$ cat config.mk
export PLATFORM = sky130hd
export DESIGN_NAME = axi_bus_arb_n_flat
export DESIGN_NICKNAME = d
export VERILOG_FILES = /design/src/rtl/axi_bus_pkg.sv /design/src/rtl/axi_bus_arb_n_if.sv /design/src/rtl/axi_bus_arb_n_rr_core.sv /design/src/rtl/axi_bus_arb_n.sv /design/src/flat_wrapper.sv
export SDC_FILE = /design/constraint.sdc
export NUM_CORES = 1
export LEC_CHECK = 0
export ABC_CLOCK_PERIOD_IN_PS = 2100
export CORE_AREA = 4 4 233 235
export CTS_BUF_LIST = sky130_fd_sc_hd__clkbuf_8
export DETAILED_ROUTE_END_ITERATION = 6
export DIE_AREA = 0 0 237 239
export SKIP_LAST_GASP = 1
export SLEW_MARGIN = 20
export SYNTH_ARGS = -nofsm -noshare
export SYNTH_HDL_FRONTEND = slang
export SYNTH_SLANG_ARGS = --single-unit
$ cat constraint.sdc
create_clock -name clk -period 2.1 [get_ports clk]
set_clock_uncertainty 0.15 [all_clocks]
set_input_delay 0.21 -clock clk [delete_from_list [all_inputs] [get_ports clk]]
set_output_delay 0.21 -clock clk [all_outputs]
set_load 0.05 [all_outputs]
$ cat src/rtl/axi_bus_pkg.sv
// axi_bus_pkg: shared constants, FSM encoding and helpers for axi_bus_arb_n.
// No ports; imported by the interfaces, the arbiter core and the top.
package axi_bus_pkg;

  localparam int ATOP_W     = 6;
  localparam int ID_W_DEF   = 4;
  localparam int ADDR_W_DEF = 32;
  localparam int DATA_W_DEF = 32;

  typedef enum logic {
    IDLE = 1'b0,
    GNT  = 1'b1
  } arb_state_e;

  // Round-robin successor of v in 0..n-1.
  function automatic int wrap_inc(input int v, input int n);
    return (v >= n - 1) ? 0 : v + 1;
  endfunction

endpackage

$ cat src/rtl/axi_bus_arb_n_if.sv
// Bus bundles for axi_bus_arb_n: flattened manager side and one subordinate side.
// axi_mgr_if: slave = arbiter view, master = managers; axi_sub_if: master = arbiter.
interface axi_mgr_if #(
  parameter int NM     = 3,
  parameter int ID_W   = 4,
  parameter int ADDR_W = 32,
  parameter int DATA_W = 32
);
  import axi_bus_pkg::*;

  logic [NM-1:0]          m_req_wt, m_gnt_wt;
  logic [NM-1:0]          m_req_rd, m_gnt_rd;
  logic [NM-1:0]          m_awvalid, m_awready;
  logic [NM*ID_W-1:0]     m_awid;
  logic [NM*ADDR_W-1:0]   m_awaddr;
  logic [NM*ATOP_W-1:0]   m_awatop;
  logic [NM-1:0]          m_wvalid, m_wlast, m_wready;
  logic [NM*DATA_W-1:0]   m_wdata;
  logic [NM*DATA_W/8-1:0] m_wstrb;
  logic [NM-1:0]          m_bvalid, m_bready;
  logic [ID_W-1:0]        m_bid;
  logic                   m_bcomp;
  logic [NM-1:0]          m_arvalid, m_arready;
  logic [NM*ID_W-1:0]     m_arid;
  logic [NM*ADDR_W-1:0]   m_araddr;
  logic [NM-1:0]          m_rvalid, m_rready;
  logic [ID_W-1:0]        m_rid;
  logic [DATA_W-1:0]      m_rdata;
  logic                   m_rlast;

  modport slave (
    input  m_req_wt, m_req_rd,
    input  m_awvalid, m_awid, m_awaddr, m_awatop,
    input  m_wvalid, m_wdata, m_wstrb, m_wlast,
    input  m_bready, m_arvalid, m_arid, m_araddr, m_rready,
    output m_gnt_wt, m_gnt_rd, m_awready, m_wready,
    output m_bvalid, m_bid, m_bcomp, m_arready,
    output m_rvalid, m_rid, m_rdata, m_rlast
  );

  modport master (
    output m_req_wt, m_req_rd,
    output m_awvalid, m_awid, m_awaddr, m_awatop,
    output m_wvalid, m_wdata, m_wstrb, m_wlast,
    output m_bready, m_arvalid, m_arid, m_araddr, m_rready,
    input  m_gnt_wt, m_gnt_rd, m_awready, m_wready,
    input  m_bvalid, m_bid, m_bcomp, m_arready,
    input  m_rvalid, m_rid, m_rdata, m_rlast
  );
endinterface

interface axi_sub_if #(
  parameter int ID_W   = 4,
  parameter int ADDR_W = 32,
  parameter int DATA_W = 32
);
  import axi_bus_pkg::*;

  logic                awvalid, awready;
  logic [ID_W-1:0]     awid;
  logic [ADDR_W-1:0]   awaddr;
  logic [ATOP_W-1:0]   awatop;
  logic                wvalid, wlast, wready;
  logic [DATA_W-1:0]   wdata;
  logic [DATA_W/8-1:0] wstrb;
  logic                bvalid, bready, bcomp;
  logic [ID_W-1:0]     bid;
  logic                arvalid, arready;
  logic [ID_W-1:0]     arid;
  logic [ADDR_W-1:0]   araddr;
  logic                rvalid, rready, rlast;
  logic [ID_W-1:0]     rid;
  logic [DATA_W-1:0]   rdata;

  modport master (
    output awvalid, awid, awaddr, awatop,
    output wvalid, wdata, wstrb, wlast, bready,
    output arvalid, arid, araddr, rready,
    input  awready, wready, bvalid, bid, bcomp,
    input  arready, rvalid, rid, rdata, rlast
  );

  modport slave (
    input  awvalid, awid, awaddr, awatop,
    input  wvalid, wdata, wstrb, wlast, bready,
    input  arvalid, arid, araddr, rready,
    output awready, wready, bvalid, bid, bcomp,
    output arready, rvalid, rid, rdata, rlast
  );
endinterface

$ cat src/rtl/axi_bus_arb_n_rr_core.sv
// arb_rr_core: one channel's round-robin grant FSM with watchdog.
// Ports: clk, rst, req[NM], done -> registered one-hot gnt[NM], tmo pulse.
module arb_rr_core
  import axi_bus_pkg::*;
#(
  parameter int NM      = 3,
  parameter int TMO_CYC = 1024
) (
  input  logic          clk,
  input  logic          rst,
  input  logic [NM-1:0] req,
  input  logic          done,
  output logic [NM-1:0] gnt,
  output logic          tmo
);
  localparam int PW = $clog2(NM);
  localparam int CW = (TMO_CYC > 2) ? $clog2(TMO_CYC) : 1;
  localparam logic [CW-1:0] CMAX =
    CW'((TMO_CYC > 0) ? TMO_CYC - 1 : 0);

  arb_state_e    state_q, state_d;
  logic [NM-1:0] gnt_d;
  logic [PW-1:0] ptr_q, ptr_d, win;
  logic [CW-1:0] cnt_q, cnt_d;
  logic          tmo_d, found, expire;
  int            idx;

  // First requester at or after the pointer, wrapping.
  always_comb begin
    found = 1'b0;
    win   = '0;
    idx   = 0;
    for (int i = 0; i < NM; i++) begin
      idx = int'(ptr_q) + i;
      if (idx >= NM) idx = idx - NM;
      if (!found && req[PW'(idx)]) begin
        found = 1'b1;
        win   = PW'(idx);
      end
    end
  end

  assign expire = (TMO_CYC != 0) && (cnt_q == CMAX);

  always_comb begin
    state_d = state_q;
    gnt_d   = gnt;
    ptr_d   = ptr_q;
    cnt_d   = cnt_q;
    tmo_d   = 1'b0;
    unique case (state_q)
      IDLE: begin
        if (found) begin
          state_d    = GNT;
          gnt_d      = '0;
          gnt_d[win] = 1'b1;
          ptr_d      = PW'(wrap_inc(int'(win), NM));
          cnt_d      = '0;
        end
      end
      GNT: begin
        // done beats a coincident expiry
        if (done) begin
          state_d = IDLE;
          gnt_d   = '0;
        end else if (expire) begin
          state_d = IDLE;
          gnt_d   = '0;
          tmo_d   = 1'b1;
        end else begin
          cnt_d = cnt_q + CW'(1);
        end
      end
    endcase
  end

  always_ff @(posedge clk or posedge rst) begin
    if (rst) begin
      state_q <= IDLE;
      gnt     <= '0;
      ptr_q   <= '0;
      cnt_q   <= '0;
      tmo     <= 1'b0;
    end else begin
      state_q <= state_d;
      gnt     <= gnt_d;
      ptr_q   <= ptr_d;
      cnt_q   <= cnt_d;
      tmo     <= tmo_d;
    end
  end

endmodule

$ cat src/rtl/axi_bus_arb_n.sv
// axi_bus_arb_n: NM-manager AXI arbiter/mux, independent write and read grants.
// Ports: clk, rst, mgr (manager bundle), sub (subordinate bundle), tmo_wt, tmo_rd.
module axi_bus_arb_n
  import axi_bus_pkg::*;
#(
  parameter int NM      = 3,
  parameter int ID_W    = 4,
  parameter int ADDR_W  = 32,
  parameter int DATA_W  = 32,
  parameter int TMO_CYC = 1024
) (
  input  logic      clk,
  input  logic      rst,
  axi_mgr_if.slave  mgr,
  axi_sub_if.master sub,
  output logic      tmo_wt,
  output logic      tmo_rd
);
  localparam int SW = DATA_W / 8;

  logic [NM-1:0] gw, gr;
  logic          wdone, rdone;

  assign wdone = sub.bvalid & sub.bready;
  assign rdone = sub.rvalid & sub.rready & sub.rlast;

  arb_rr_core #(.NM(NM), .TMO_CYC(TMO_CYC)) u_wt (
    .clk(clk), .rst(rst), .req(mgr.m_req_wt),
    .done(wdone), .gnt(gw), .tmo(tmo_wt)
  );

  arb_rr_core #(.NM(NM), .TMO_CYC(TMO_CYC)) u_rd (
    .clk(clk), .rst(rst), .req(mgr.m_req_rd),
    .done(rdone), .gnt(gr), .tmo(tmo_rd)
  );

  assign mgr.m_gnt_wt = gw;
  assign mgr.m_gnt_rd = gr;

  // Grant is one-hot or zero; no grant leaves everything at 0.
  always_comb begin
    sub.awvalid = 1'b0;
    sub.awid    = '0;
    sub.awaddr  = '0;
    sub.awatop  = '0;
    sub.wvalid  = 1'b0;
    sub.wdata   = '0;
    sub.wstrb   = '0;
    sub.wlast   = 1'b0;
    sub.bready  = 1'b0;
    for (int k = 0; k < NM; k++) begin
      if (gw[k]) begin
        sub.awvalid = mgr.m_awvalid[k];
        sub.awid    = mgr.m_awid[k*ID_W +: ID_W];
        sub.awaddr  = mgr.m_awaddr[k*ADDR_W +: ADDR_W];
        sub.awatop  = mgr.m_awatop[k*ATOP_W +: ATOP_W];
        sub.wvalid  = mgr.m_wvalid[k];
        sub.wdata   = mgr.m_wdata[k*DATA_W +: DATA_W];
        sub.wstrb   = mgr.m_wstrb[k*SW +: SW];
        sub.wlast   = mgr.m_wlast[k];
        sub.bready  = mgr.m_bready[k];
      end
    end
  end

  always_comb begin
    sub.arvalid = 1'b0;
    sub.arid    = '0;
    sub.araddr  = '0;
    sub.rready  = 1'b0;
    for (int k = 0; k < NM; k++) begin
      if (gr[k]) begin
        sub.arvalid = mgr.m_arvalid[k];
        sub.arid    = mgr.m_arid[k*ID_W +: ID_W];
        sub.araddr  = mgr.m_araddr[k*ADDR_W +: ADDR_W];
        sub.rready  = mgr.m_rready[k];
      end
    end
  end

  assign mgr.m_awready = gw & {NM{sub.awready}};
  assign mgr.m_wready  = gw & {NM{sub.wready}};
  assign mgr.m_bvalid  = gw & {NM{sub.bvalid}};
  assign mgr.m_bid     = (|gw) ? sub.bid : '0;
  assign mgr.m_bcomp   = (|gw) ? sub.bcomp : 1'b0;
  assign mgr.m_arready = gr & {NM{sub.arready}};
  assign mgr.m_rvalid  = gr & {NM{sub.rvalid}};
  assign mgr.m_rid     = (|gr) ? sub.rid : '0;
  assign mgr.m_rdata   = (|gr) ? sub.rdata : '0;
  assign mgr.m_rlast   = (|gr) ? sub.rlast : 1'b0;

endmodule

$ cat src/flat_wrapper.sv
// flat-port wrapper written by rule: the top's interface ports become plain ports
module axi_bus_arb_n_flat import axi_bus_pkg::*;
#(
  parameter int NM      = 3,
  parameter int ID_W    = 4,
  parameter int ADDR_W  = 32,
  parameter int DATA_W  = 32,
  parameter int TMO_CYC = 1024
)
  (clk, rst, tmo_wt, tmo_rd, mgr_m_req_wt, mgr_m_req_rd, mgr_m_awvalid, mgr_m_awid, mgr_m_awaddr, mgr_m_awatop, mgr_m_wvalid, mgr_m_wdata, mgr_m_wstrb, mgr_m_wlast, mgr_m_bready, mgr_m_arvalid, mgr_m_arid, mgr_m_araddr, mgr_m_rready, mgr_m_gnt_wt, mgr_m_gnt_rd, mgr_m_awready, mgr_m_wready, mgr_m_bvalid, mgr_m_bid, mgr_m_bcomp, mgr_m_arready, mgr_m_rvalid, mgr_m_rid, mgr_m_rdata, mgr_m_rlast, sub_awvalid, sub_awid, sub_awaddr, sub_awatop, sub_wvalid, sub_wdata, sub_wstrb, sub_wlast, sub_bready, sub_arvalid, sub_arid, sub_araddr, sub_rready, sub_awready, sub_wready, sub_bvalid, sub_bid, sub_bcomp, sub_arready, sub_rvalid, sub_rid, sub_rdata, sub_rlast);
  axi_mgr_if #(.NM(NM), .ID_W(ID_W), .ADDR_W(ADDR_W), .DATA_W(DATA_W)) mgr_i ();
  axi_sub_if #(.ID_W(ID_W), .ADDR_W(ADDR_W), .DATA_W(DATA_W)) sub_i ();
  input  logic clk;
  input  logic rst;
  output logic tmo_wt;
  output logic tmo_rd;
  input wire logic [$bits(mgr_i.m_req_wt)-1:0] mgr_m_req_wt;
  input wire logic [$bits(mgr_i.m_req_rd)-1:0] mgr_m_req_rd;
  input wire logic [$bits(mgr_i.m_awvalid)-1:0] mgr_m_awvalid;
  input wire logic [$bits(mgr_i.m_awid)-1:0] mgr_m_awid;
  input wire logic [$bits(mgr_i.m_awaddr)-1:0] mgr_m_awaddr;
  input wire logic [$bits(mgr_i.m_awatop)-1:0] mgr_m_awatop;
  input wire logic [$bits(mgr_i.m_wvalid)-1:0] mgr_m_wvalid;
  input wire logic [$bits(mgr_i.m_wdata)-1:0] mgr_m_wdata;
  input wire logic [$bits(mgr_i.m_wstrb)-1:0] mgr_m_wstrb;
  input wire logic [$bits(mgr_i.m_wlast)-1:0] mgr_m_wlast;
  input wire logic [$bits(mgr_i.m_bready)-1:0] mgr_m_bready;
  input wire logic [$bits(mgr_i.m_arvalid)-1:0] mgr_m_arvalid;
  input wire logic [$bits(mgr_i.m_arid)-1:0] mgr_m_arid;
  input wire logic [$bits(mgr_i.m_araddr)-1:0] mgr_m_araddr;
  input wire logic [$bits(mgr_i.m_rready)-1:0] mgr_m_rready;
  output wire logic [$bits(mgr_i.m_gnt_wt)-1:0] mgr_m_gnt_wt;
  output wire logic [$bits(mgr_i.m_gnt_rd)-1:0] mgr_m_gnt_rd;
  output wire logic [$bits(mgr_i.m_awready)-1:0] mgr_m_awready;
  output wire logic [$bits(mgr_i.m_wready)-1:0] mgr_m_wready;
  output wire logic [$bits(mgr_i.m_bvalid)-1:0] mgr_m_bvalid;
  output wire logic [$bits(mgr_i.m_bid)-1:0] mgr_m_bid;
  output wire logic [$bits(mgr_i.m_bcomp)-1:0] mgr_m_bcomp;
  output wire logic [$bits(mgr_i.m_arready)-1:0] mgr_m_arready;
  output wire logic [$bits(mgr_i.m_rvalid)-1:0] mgr_m_rvalid;
  output wire logic [$bits(mgr_i.m_rid)-1:0] mgr_m_rid;
  output wire logic [$bits(mgr_i.m_rdata)-1:0] mgr_m_rdata;
  output wire logic [$bits(mgr_i.m_rlast)-1:0] mgr_m_rlast;
  output wire logic [$bits(sub_i.awvalid)-1:0] sub_awvalid;
  output wire logic [$bits(sub_i.awid)-1:0] sub_awid;
  output wire logic [$bits(sub_i.awaddr)-1:0] sub_awaddr;
  output wire logic [$bits(sub_i.awatop)-1:0] sub_awatop;
  output wire logic [$bits(sub_i.wvalid)-1:0] sub_wvalid;
  output wire logic [$bits(sub_i.wdata)-1:0] sub_wdata;
  output wire logic [$bits(sub_i.wstrb)-1:0] sub_wstrb;
  output wire logic [$bits(sub_i.wlast)-1:0] sub_wlast;
  output wire logic [$bits(sub_i.bready)-1:0] sub_bready;
  output wire logic [$bits(sub_i.arvalid)-1:0] sub_arvalid;
  output wire logic [$bits(sub_i.arid)-1:0] sub_arid;
  output wire logic [$bits(sub_i.araddr)-1:0] sub_araddr;
  output wire logic [$bits(sub_i.rready)-1:0] sub_rready;
  input wire logic [$bits(sub_i.awready)-1:0] sub_awready;
  input wire logic [$bits(sub_i.wready)-1:0] sub_wready;
  input wire logic [$bits(sub_i.bvalid)-1:0] sub_bvalid;
  input wire logic [$bits(sub_i.bid)-1:0] sub_bid;
  input wire logic [$bits(sub_i.bcomp)-1:0] sub_bcomp;
  input wire logic [$bits(sub_i.arready)-1:0] sub_arready;
  input wire logic [$bits(sub_i.rvalid)-1:0] sub_rvalid;
  input wire logic [$bits(sub_i.rid)-1:0] sub_rid;
  input wire logic [$bits(sub_i.rdata)-1:0] sub_rdata;
  input wire logic [$bits(sub_i.rlast)-1:0] sub_rlast;
  assign mgr_i.m_req_wt = mgr_m_req_wt;
  assign mgr_i.m_req_rd = mgr_m_req_rd;
  assign mgr_i.m_awvalid = mgr_m_awvalid;
  assign mgr_i.m_awid = mgr_m_awid;
  assign mgr_i.m_awaddr = mgr_m_awaddr;
  assign mgr_i.m_awatop = mgr_m_awatop;
  assign mgr_i.m_wvalid = mgr_m_wvalid;
  assign mgr_i.m_wdata = mgr_m_wdata;
  assign mgr_i.m_wstrb = mgr_m_wstrb;
  assign mgr_i.m_wlast = mgr_m_wlast;
  assign mgr_i.m_bready = mgr_m_bready;
  assign mgr_i.m_arvalid = mgr_m_arvalid;
  assign mgr_i.m_arid = mgr_m_arid;
  assign mgr_i.m_araddr = mgr_m_araddr;
  assign mgr_i.m_rready = mgr_m_rready;
  assign mgr_m_gnt_wt = mgr_i.m_gnt_wt;
  assign mgr_m_gnt_rd = mgr_i.m_gnt_rd;
  assign mgr_m_awready = mgr_i.m_awready;
  assign mgr_m_wready = mgr_i.m_wready;
  assign mgr_m_bvalid = mgr_i.m_bvalid;
  assign mgr_m_bid = mgr_i.m_bid;
  assign mgr_m_bcomp = mgr_i.m_bcomp;
  assign mgr_m_arready = mgr_i.m_arready;
  assign mgr_m_rvalid = mgr_i.m_rvalid;
  assign mgr_m_rid = mgr_i.m_rid;
  assign mgr_m_rdata = mgr_i.m_rdata;
  assign mgr_m_rlast = mgr_i.m_rlast;
  assign sub_awvalid = sub_i.awvalid;
  assign sub_awid = sub_i.awid;
  assign sub_awaddr = sub_i.awaddr;
  assign sub_awatop = sub_i.awatop;
  assign sub_wvalid = sub_i.wvalid;
  assign sub_wdata = sub_i.wdata;
  assign sub_wstrb = sub_i.wstrb;
  assign sub_wlast = sub_i.wlast;
  assign sub_bready = sub_i.bready;
  assign sub_arvalid = sub_i.arvalid;
  assign sub_arid = sub_i.arid;
  assign sub_araddr = sub_i.araddr;
  assign sub_rready = sub_i.rready;
  assign sub_i.awready = sub_awready;
  assign sub_i.wready = sub_wready;
  assign sub_i.bvalid = sub_bvalid;
  assign sub_i.bid = sub_bid;
  assign sub_i.bcomp = sub_bcomp;
  assign sub_i.arready = sub_arready;
  assign sub_i.rvalid = sub_rvalid;
  assign sub_i.rid = sub_rid;
  assign sub_i.rdata = sub_rdata;
  assign sub_i.rlast = sub_rlast;
  axi_bus_arb_n #(.NM(NM), .ID_W(ID_W), .ADDR_W(ADDR_W), .DATA_W(DATA_W), .TMO_CYC(TMO_CYC)) u_core (.clk(clk), .rst(rst), .mgr(mgr_i), .sub(sub_i), .tmo_wt(tmo_wt), .tmo_rd(tmo_rd));
endmodule
Yosys cells after proc, flatten, opt, wreduce, memory -nomap -nowiden
Index checks and enable logic that the tools add are counted.
{"block": "totals", "register_bits": 34, "wordCells": 196, "out_inout_bits": 185}
{"block": "classes", "order_cmp": 18, "n_eq_ne": 10, "addsub": 14, "bitwise_logic": 10, "reduce_logical": 18, "mux": 116}
{"op": "$mux 32", "n": 10}
{"op": "$mux 10", "n": 6}
{"op": "$mux 1", "n": 52}
{"op": "$mux 4", "n": 11}
{"op": "$pmux 10 s2", "n": 2}
{"op": "$mux 2", "n": 14}
{"op": "$lt 2x4->1 const B", "n": 6}
{"op": "$add 10x1->10 const B", "n": 2}
{"op": "$eq 10x10->1 const B", "n": 2}
{"op": "$mux 3", "n": 6}
{"op": "$mux 6", "n": 3}
{"op": "$and 3x3->3", "n": 5}
{"op": "$bmux 1 s2", "n": 6}
{"op": "$ge 3x2->1 const B", "n": 4}
{"op": "$ne 2x2->1 const B", "n": 6}
{"op": "$pmux 3 s2", "n": 2}
{"op": "$sub 2x2->2 const B", "n": 6}
{"op": "$ge 2x2->1 const B", "n": 4}
{"op": "$reduce_and 2->1", "n": 4}
{"op": "$add 2x1->3 const B", "n": 2}
{"op": "$add 2x2->3 const B", "n": 2}
{"op": "$logic_and 1x1->1", "n": 6}
{"op": "$lt 2x3->1 const B", "n": 2}
{"op": "$reduce_and 3->1", "n": 2}
{"op": "10 further kinds", "n": 21}

Longest topological paths before layout
Gate-level depths: netlist of run 1.
{"block": "logic_depth", "word_depth": 18, "depth_mapped": 9, "ltp_nobuf": 7}

Hierarchy
Synthesis of run 1 repeated with hierarchy kept, for this count alone.
{"block": "unflattened", "hier_cells": 849, "area_unflattened_um2": 5816.8}
{"mod": "axi_bus_arb_n", "cells_per_inst": 615, "instances": 1, "area_each_um2": 3558.4, "seq_area_each_um2": 0.0}
{"mod": "arb_rr_core at u_core.u_wt", "cells_per_inst": 116, "instances": 1, "area_each_um2": 1161.1, "seq_area_each_um2": 425.4}
{"mod": "arb_rr_core at u_core.u_rd", "cells_per_inst": 118, "instances": 1, "area_each_um2": 1097.3, "seq_area_each_um2": 425.4}

Least setup slack after synthesis of run 1
OpenSTA, ideal clock, no wires.
{"block": "synth_timing", "path_kind": "reg2out", "from": "register u_core.u_wt.gnt[1]", "to": "output sub_wdata[10]", "path_stages_with_launch": 6, "path_buffers": 3, "setup_slack_ps": -935, "arrival_ps": 2675, "cell_sequence": "dfrtp_1 -> clkbuf_1 -> clkbuf_1 -> buf_1 -> a22oi_1 -> o21ai_0"}
{"block": "synth_via", "elab_chain_cells": 2}
{"element": "from (decl)", "line": "axi_bus_arb_n_rr_core.sv:13", "rtl": "output logic [NM-1:0] gnt,"}
{"element": "from (signal assigned)", "line": "axi_bus_arb_n_rr_core.sv:86", "rtl": "gnt <= gnt_d;"}
{"element": "$mux 32 (2 in series)", "line": "axi_bus_arb_n.sv:52", "rtl": "if (gw[k]) begin"}
{"element": "to (decl)", "line": "flat_wrapper.sv:49", "rtl": "output wire logic [$bits(sub_i.wdata)-1:0] sub_wdata;"}
No other way between the ends.

Worst setup path after layout of run 1
{"block": "layout_timing", "from": "register u_core.u_wt.gnt[1]", "to": "output sub_awaddr[23]"}
{"block": "layout_via", "elab_chain_cells": 2}
{"element": "$mux 32 (2 in series)", "line": "axi_bus_arb_n.sv:52"}
{"element": "to (decl)", "line": "flat_wrapper.sv:46", "rtl": "output wire logic [$bits(sub_i.awaddr)-1:0] sub_awaddr;"}
No other way between the ends.

==> run_results.csv, run 1 <==
group,metric,value,unit
routing,detail_route.wirelength,42900,um
grt,track_usage,13.3,%
placement,dpl_worst_slack,-0.208,ns
power_and_ir_drop,power.total,29.6,mW
synthesis,synth-warning-count,0,
synthesis,yosysTopAreaCell,"a22oi_1",
synthesis,synthCells,727,
timing,hold_slack,0.225,ns
timing,fin_ws,-0.239,ns
timing,max_freq,428,MHz
critical_path,timing.setup.critical_path_class,"reg2out",
timing,fin_crit,2.34,ns
synthesis,yosys.cell_count.top_type,"nand2_1",
synthesis,yosysTopAreaCellShare,18.7,%
layout,fill_cells,5259,
critical_path,critPathLaunchType,"register",
routing,route.detailed.wl_per_inst,20.5,um
power_and_ir_drop,static-leakage-power,6.28,nW
floorplan,std_cell_rows,84,
timing,timing_worst_slew_pin_value,0.546,ns
timing,timing.final.hold_violations,0,
floorplan,boundaryPins,600,
timing,maxSlewViolCount,0,
synthesis,synth_enable_flop_cells,0,
cts,number_of_clock_sinks,34,
synthesis,synth_seq_cells,34,
synthesis,synth.distinct_cells,60,
grt,grt_pass1_vias,8632,
worst_hold_path,min-delay-path-class,"in2async",
layout,drive_gt1_share,43.0,%
synthesis,synth.avg_cell_area,6.62,um2
synthesis,ys.flop_type,"dfrtp_1",
outcome,run_status,"finished, violations left",
timing,post-route-period-util,111,%
cts,clockBufferDepth,2,
outcome,violations,"negative setup slack",
layout,design.final.nets,1828,
grt,antenna_found_initial,4,
placement,detailed_place_hpwl,34100,um
synthesis,yosys-top-cells-area,"a22oi_1, dfrtp_1, o21ai_0",
cts,h_tree_depth_reported_by_cts,2,
job,max_cap_viol_count,0,
routing,via_per_inst,4.05,
floorplan,design.die.area,56600,um2
floorplan,dieHeight,239,um
critical_path,critPathArrivalTime,1.98,ns
routing,first_pass_iters,5,
placement,placedInstanceArea,14800,um2
grt,pin_count_of_the_biggest_net_entering_global_routing,69,
routing,vias,8479,
cts,clock_tree.root_cell,"clkbuf_8",
routing,drc_violations,0,
floorplan,core_area,52200,um2
synthesis,yosysSeqAreaShare,17.7,%
cts,clk-insertion-delay-late,0.29,ns
critical_path,critical_path.endpoint_type,"output port",
critical_path,cp_data_required_time,1.74,ns
synthesis,syn-num-nets,1152,
synthesis,synth.cells.most_frequent,"nand2_1, o21ai_0, a22oi_1",
floorplan,chipWidth,237,um
placement,port_buffers,599,
grt,grt_first_pass_wirelength,57700,um
synthesis,syn_area,4810,um2
critical_path,worst-path-max-fanout,6,
layout,non_filler_instance_count_after_layout,2095,
power_and_ir_drop,power_density,1780,nW/um2
placement,placed_cells,2037,
timing,setup_viol_count_final,131,
layout,synthToLayoutAreaGrowth,246,%
cts,total_clock_buffers_created_by_cts,5,
timing,relative_slew_margins,63.5,%
routing,drtAntennaViolNets,0,
cts,cts_tree,"built",
placement,place.gp.congestion,0.867,
timing,grt_setup_unrepaired,"true",
layout,stdcell_area,16700,um2
cts,post_cts_hold_buffer_count,0,
cts,clkTransAtPathRegs,0.08,ns
routing,drt_iter0_drc,485,
grt,grt-ovfl-total,0,
synthesis,proportion_of_register_bits_with_asynchronous_set_or_reset_after_synthesis,100,%
floorplan,starting_density,9.21,%
power_and_ir_drop,vdd_ir_drop_max,1.46,mV
critical_path,worst-r2r-cell-count,7,
## power by group
part / switching [mW] / internal, mW
Combinational: 15.0 / 12.8
Sequential: 0.291 / 0.895
Clock: 0.264 / 0.350
Total: 15.5 / 14.1
## state kept, by name (all words and copies together), names as in the netlist
| name | count |
|---|---|
| u_core.u_rd.state_q | 1 |
| u_core.u_rd.gnt | 3 |
| u_core.u_wt.gnt | 3 |
| u_core.u_wt.cnt_q | 10 |
| u_core.u_wt.state_q | 1 |
| u_core.u_rd.cnt_q | 10 |
| u_core.u_wt.tmo | 1 |
| u_core.u_rd.tmo | 1 |
| u_core.u_rd.ptr_q | 2 |
| u_core.u_wt.ptr_q | 2 |
## repair_timing
action                                  4_1_cts  5_1_grt
cloned                                        9       13
pin swaps                                    48       48
buffers inserted                             17       12
hold endpoints to repair                      0        0
endpoints found under the setup margin      158      192
gates resized for setup                      97      135
## placed cells by master (no fill, tap or decap), types with 14 or more instances in the layout
| cell type | n |
|---|---|
| a22oi_1 | 68 |
| a22oi_2 | 52 |
| and2_1 | 16 |
| buf_12 | 172 |
| buf_4 | 93 |
| buf_6 | 18 |
| clkbuf_16 | 27 |
| clkdlybuf4s50_1 | 415 |
| dfrtp_1 | 25 |
| inv_1 | 14 |
| nand2_1 | 135 |
| nor2b_1 | 15 |
| nor2b_4 | 26 |
| o21ai_2 | 78 |
| o21ai_4 | 45 |
## cell families (layout without fill, tap and decap cells)
family / Yosys count / in the layout / synth area share, %
AO/OA/AOI/OAI: 307 / 307 / 41.5
AND/OR/NAND/NOR: 275 / 275 / 28.0
buffers and inverters: 87 / 764 / 7.15
flip-flops: 34 / 34 / 17.7
adder cells (fa/ha/maj): 10 / 10 / 2.60
multiplexers: 10 / 10 / 2.31
XOR/XNOR: 4 / 4 / 0.728
other: 0 / 3 / 0
## metal layers
layer	vias up	GRT usage, %	wire length [um]
li1	4060	-	-
met5	-	0	27
met4	4	2.12	665
met3	40	3.73	2850
met2	290	21.5	20700
met1	4085	18.2	18600
## final timing paths
check	start	to	slack [ns]
max	u_core.u_wt.gnt[1]	sub_awaddr[23]	-0.24
min	rst	u_core.u_rd.state_q	0.22
max reg2reg	u_core.u_wt.ptr_q[1]	u_core.u_wt.gnt[0]	-0.15
min reg2reg	u_core.u_wt.cnt_q[6]	u_core.u_wt.cnt_q[6]	0.40
max in group asynchronous	rst	u_core.u_rd.gnt[2]	1.19
min in group clk	u_core.u_wt.cnt_q[6]	u_core.u_wt.cnt_q[6]	0.40
## final cells by class
cell class                 count  area (um2)  share of cell area [%]
clock inverter                 3        41.3                   0.248
multi-input combinational    606        5220                    31.3
timing repair buffer         739        9530                    57.2
tap                          688         861                    5.17
inverter                      17        63.8                   0.383
sequential                    34         870                    5.22
clock buffer                   5        68.8                   0.413
antenna                        3        7.51                  0.0451
## through the flow
stage,setup TNS (ns),utilization (%)
after floorplan,-0.992,-
after global placement,-2.49,28.3
after detailed placement,-4.54,28.3
after CTS,-18.91,30.1
after global routing,-28.91,31.9
final,-16.58,31.9
## worst max-delay path: stages, from the launching register on
cell and delay (ns):
dfrtp_4 0.53, buf_12 0.15, nor2b_4 0.15, buf_12 0.17
buf_16 0.13, a22oi_1 0.07, o21ai_2 0.28, buf_12 0.18
(Power assumes the default switching activity.)
==> inputs of run 2 (changes only) <==
- PLACE_DENSITY_LB_ADDON: default -> 0.05
==> run 2 against run 1 <==
Core utilization fell by 0.46 points. Global-route usage up 4.0 points. Worst setup slack worse by 0.020 ns. Critical path depth increased by 1. Die area unchanged. Via count increased by 0.66%. Largest cell class unchanged. Non-clock buffer count is 14 higher. Cell area down 1.4%. The flow still finishes with violations (negative setup slack). Routed wire length is 26% higher.
==> run_results.csv, run 2 (synthesis results as in run 1) <==
group,metric,value,unit
critical_path,timing.critical_path.mode_cell,"buf_12",
routing,drtAntennaViolNets,0,
placement,port_buffers,599,
layout,leading_cell_type_in_the_layout_fill_and_taps_excluded,"clkdlybuf4s50_1",
routing,first_pass_iters,4,
cts,clkTransAtPathRegs,0.08,ns
critical_path,critical_path.endpoint_type,"output port",
critical_path,slowest_stage,"dfrtp_4",
critical_path,crit_path_cell_trace,"buf_12 -> nor2b_4 -> buf_12 -> buf_12 -> clkbuf_16 -> a22oi_2 -> o21ai_4 -> buf_12",
critical_path,cp_data_required_time,1.74,ns
critical_path,timing.critical_path.max_delay_family,"buffers and inverters",
grt,grt_first_pass_wirelength,71000,um
timing,hold_slack,0.184,ns
cts,clk-insertion-delay-late,0.29,ns
timing,maxSlewViolCount,0,
cts,h_tree_depth_reported_by_cts,2,
floorplan,dieHeight,239,um
floorplan,chipWidth,237,um
grt,met1_usage,21.2,%
floorplan,starting_density,9.21,%
outcome,run_status,"finished, violations left",
placement,place.gp.congestion,0.815,
critical_path,worst-path-max-fanout,7,
timing,post-route-period-util,112,%
power_and_ir_drop,static-leakage-power,6.13,nW
floorplan,design.die.area,56600,um2
layout,drive_gt1_share,43.1,%
timing,relative_slew_margins,63.7,%
routing,detail_route.wirelength,54000,um
timing,timing_worst_slew_pin_value,0.543,ns
critical_path,critPathArrivalTime,2.00,ns
floorplan,core_area,52200,um2
placement,placed_cells,2030,
floorplan,boundaryPins,600,
placement,detailed_place_hpwl,41100,um
layout,layout_top_registers,"u_core.u_rd.cnt_q: 10 flops, u_core.u_wt.cnt_q: 10 flops",
routing,route.detailed.wl_per_inst,25.6,um
grt,pin_count_of_the_biggest_net_entering_global_routing,55,
routing,drt_iter0_drc,253,
cts,clock_tree.root_cell,"clkbuf_8",
outcome,violations,"negative setup slack",
critical_path,slowest_delay,0.50,ns
grt,use_met3,5.39,%
timing,grt_setup_unrepaired,"true",
power_and_ir_drop,vdd_ir_drop_max,0.687,mV
cts,cts_tree,"built",
layout,stdcell_area,16400,um2
worst_hold_path,min-delay-path-class,"in2async",
cts,post_cts_hold_buffer_count,0,
grt,track_usage,17.4,%
timing,fin_crit,2.36,ns
critical_path,timing.setup.critical_path_class,"reg2out",
timing,setup_viol_count_final,102,
layout,design.final.nets,1844,
placement,placedInstanceArea,14300,um2
timing,fin_tns_setup,-15.57,ns
critical_path,critPathLaunchType,"register",
routing,drc_violations,0,
power_and_ir_drop,power_density,1810,nW/um2
grt,met2_usage,31.3,%
cts,number_of_clock_sinks,34,
grt,grt-ovfl-total,0,
job,max_cap_viol_count,0,
timing,fin_ws,-0.258,ns
layout,postLayoutCoreUtil,31.4,%
timing,timing.final.hold_violations,0,
power_and_ir_drop,power.total,29.7,mW
critical_path,cp.buffers_inverters,5,
floorplan,std_cell_rows,84,
layout,non_filler_instance_count_after_layout,2115,
placement,dpl_worst_slack,-0.230,ns
cts,clockBufferDepth,2,
layout,most-common-layout-cells,"clkdlybuf4s50_1, buf_12, nand2_1",
cts,total_clock_buffers_created_by_cts,5,
routing,via_per_inst,4.04,
timing,max_freq,424,MHz
grt,grt_busiest_layer,"met2",
grt,antenna_found_initial,12,
grt,grt_pass1_vias,8704,
routing,vias,8535,
layout,synthToLayoutAreaGrowth,241,%
[run 2: changes by cell type in the layout (fill, tap and decap cells not counted), moves of 7 or more]
cell and delta:
buf_6 +27, nor2b_1 +23, nor2b_4 -23, a22oi_1 -21, a22oi_2 +21, buf_12 -20
clkbuf_16 -16, buf_4 +13, buf_16 +7
[run 2: final timing paths]
kind	start	endpoint	slack [ns]	depth (start not counted)
hold reg to reg	u_core.u_rd.cnt_q[9]	u_core.u_rd.cnt_q[9]	0.40	2
setup reg to reg	u_core.u_wt.gnt[1]	u_core.u_wt.gnt[1]	-0.22	8
max in group asynchronous	rst	u_core.u_rd.gnt[2]	1.23	3
setup / recovery	u_core.u_wt.gnt[1]	sub_wdata[6]	-0.26	8
min in group clk	u_core.u_rd.cnt_q[9]	u_core.u_rd.cnt_q[9]	0.40	2
hold / removal	rst	u_core.u_wt.cnt_q[0]	0.18	3
[run 2: power by group]
group / switching, mW / total (mW) / internal, mW
Sequential: 0.233 / 1.13 / 0.895
Clock: 0.263 / 0.609 / 0.346
Combinational: 15.4 / 28.0 / 12.6
Total: 15.9 / 29.7 / 13.9
[run 2: layout make-up]
class                           instances  area, um2
Fill cell                            5403      35800
Timing Repair Buffer                  753       9350
Multi-Input combinational cell        608       5150
Sequential cell                        34        870
Tap cell                              688        861
Clock buffer                            5       68.8
Inverter                               17       63.8
Clock inverter                          3       37.5
Antenna cell                            7       17.5
[run 2: worst register-to-register path, cell delays in order (launching register included)]
cell,delay (ns)
dfrtp_4,0.50
buf_6,0.17
buf_4,0.15
nand3b_1,0.18
a221o_1,0.42
nand3_4,0.15
o41ai_1,0.10
buf_4,0.16
a22o_1,0.22
[run 2: routing by layer]
layer	routed length (um)	part of all wire, %
met5	37	0.068
met4	357	0.66
met3	3820	7.1
met2	27500	51
met1	22400	41
[run 2: repair_timing]
item,in CTS,in global routing
resized for setup,88,138
setup endpoints to repair,154,181
buffers inserted,34,22
pin swaps,50,86
gates cloned,14,13
==> inputs of run 3 (changes only) <==
- MAX_ROUTING_LAYER: default -> met4
- SKIP_CTS_REPAIR_TIMING: default -> 1
==> run 3 against run 2 <==
The run still ends with negative setup slack left. Largest power group unchanged. Via count fell by 2.0%. Worst setup slack improved by 0.019 ns. Critical path type unchanged. Highest routed layer is now met4. Sequential cell count unchanged. Critical endpoint is now sub_wdata[23]. Combinational power shrank 6%. Sequential share of layout area is 0.28 points higher. Power decreased by 5.7%.
==> run_results.csv, run 3 (synthesis results as in run 1) <==
group,metric,value,unit
routing,drc_violations,0,
routing,drt_iter0_drc,281,
outcome,violations,"negative setup slack",
floorplan,dieHeight,239,um
critical_path,slowest_delay,0.51,ns
timing,fin_crit,2.34,ns
floorplan,std_cell_rows,84,
floorplan,design.die.area,56600,um2
job,max_cap_viol_count,0,
critical_path,crit_path_cell_trace,"buf_12 -> nor2b_4 -> buf_12 -> buf_12 -> a22oi_1 -> o21ai_4 -> buf_12",
critical_path,critical_path.endpoint_type,"output port",
power_and_ir_drop,static-leakage-power,5.87,nW
critical_path,slowest_stage,"dfrtp_4",
power_and_ir_drop,power_density,1790,nW/um2
cts,clkTransAtPathRegs,0.08,ns
critical_path,cp.buffers_inverters,4,
layout,layout_top_registers,"u_core.u_rd.cnt_q: 10 flops, u_core.u_wt.cnt_q: 10 flops",
cts,clock_tree.root_cell,"clkbuf_8",
timing,timing.final.hold_violations,0,
grt,grt_first_pass_wirelength,64900,um
cts,clockBufferDepth,2,
critical_path,timing.critical_path.max_delay_family,"buffers and inverters",
critical_path,timing.critical_path.mode_cell,"buf_12",
outcome,run_status,"finished, violations left",
floorplan,boundaryPins,600,
routing,route.detailed.wl_per_inst,25.2,um
routing,vias,8366,
grt,grt-ovfl-total,0,
cts,clk-insertion-delay-late,0.30,ns
cts,cts_tree,"built",
layout,non_filler_instance_count_after_layout,2101,
layout,leading_cell_type_in_the_layout_fill_and_taps_excluded,"clkdlybuf4s50_1",
cts,number_of_clock_sinks,34,
grt,antenna_found_initial,12,
critical_path,critPathArrivalTime,1.98,ns
critical_path,critPathLaunchType,"register",
placement,port_buffers,599,
placement,placedInstanceArea,14300,um2
routing,via_per_inst,3.98,
placement,placed_cells,2030,
grt,grt_pass1_vias,8221,
placement,place.gp.congestion,0.827,
timing,fin_tns_setup,-12.08,ns
power_and_ir_drop,vdd_ir_drop_max,0.692,mV
floorplan,starting_density,9.21,%
grt,pin_count_of_the_biggest_net_entering_global_routing,108,
cts,h_tree_depth_reported_by_cts,2,
timing,setup_viol_count_final,96,
placement,dpl_worst_slack,-0.230,ns
layout,drive_gt1_share,38.4,%
timing,timing_worst_slew_pin_value,0.540,ns
layout,stdcell_area,15600,um2
timing,fin_ws,-0.239,ns
timing,grt_setup_unrepaired,"true",
routing,drtAntennaViolNets,0,
timing,post-route-period-util,111,%
grt,track_usage,16.2,%
routing,first_pass_iters,4,
timing,maxSlewViolCount,0,
layout,most-common-layout-cells,"clkdlybuf4s50_1, buf_12, nand2_1",
critical_path,worst-path-max-fanout,16,
placement,detailed_place_hpwl,41100,um
layout,design.final.nets,1827,
cts,total_clock_buffers_created_by_cts,5,
layout,synthToLayoutAreaGrowth,225,%
floorplan,chipWidth,237,um
routing,detail_route.wirelength,52900,um
timing,max_freq,428,MHz
worst_hold_path,min-delay-path-class,"in2async",
critical_path,timing.setup.critical_path_class,"reg2out",
timing,relative_slew_margins,63.9,%
critical_path,cp_data_required_time,1.74,ns
floorplan,core_area,52200,um2
run 3: cell types whose count changed in the layout (fill, tap and decap cells not counted), sizes merged:
cell	delta
clkbuf	+1
buf	-15
nand3	-1
diode	+3
bufbuf	-2
run 3: worst paths after layout:
check / from / to / slack, ns / cells past startpoint
max in group asynchronous: rst / u_core.u_rd.gnt[2] / 1.24 / 3
worst max register to register: u_core.u_wt.ptr_q[1] / u_core.u_wt.gnt[0] / -0.12 / 7
worst max-delay path: u_core.u_wt.gnt[1] / sub_wdata[23] / -0.24 / 7
worst min register to register: u_core.u_wt.ptr_q[1] / u_core.u_wt.ptr_q[1] / 0.39 / 2
min in group clk: u_core.u_wt.ptr_q[1] / u_core.u_wt.ptr_q[1] / 0.39 / 2
worst min-delay path: rst / u_core.u_wt.cnt_q[0] / 0.18 / 3
run 3: report_power, final:
group | internal [mW] | switching, mW
clock network | 0.346 | 0.268
logic | 11.5 | 14.8
registers | 0.896 | 0.247
total | 12.7 | 15.3
run 3: cell type report:
class | instances | area, um2
Antenna cell | 10 | 25.0
Clock buffer | 5 | 68.8
Clock inverter | 3 | 37.5
Fill cell | 5476 | 36600
Inverter | 17 | 63.8
Multi-Input combinational cell | 607 | 4850
Sequential cell | 34 | 871
Tap cell | 688 | 861
Timing Repair Buffer | 737 | 8840
run 3: metal layers:
layer  routed length [um]  global-route usage [%]
met5                    0                       -
met4                  276                    1.38
met3                 3910                    5.12
met2                26700                    28.7
met1                22000                    18.7
run 3: through the flow:
stage / total power, mW / hold slack [ns] / util, %
after floorplan: 13.5 / 0.201 / -
after global placement: 25.2 / 0.388 / 27.3
after detailed placement: 25.2 / 0.394 / 27.3
after CTS: 25.9 / 0.195 / 27.6
after global routing: 29.3 / 0.257 / 29.9
final: 28.0 / 0.181 / 29.9
run 3: worst reg2reg max path, stage by stage (launching register included):
cell and delay, ns:
dfrtp_2 0.43, inv_2 0.08, ha_4 0.15, mux2_4 0.32, mux2_4 0.31, o31a_1 0.34
o311a_4 0.14, a22o_1 0.21
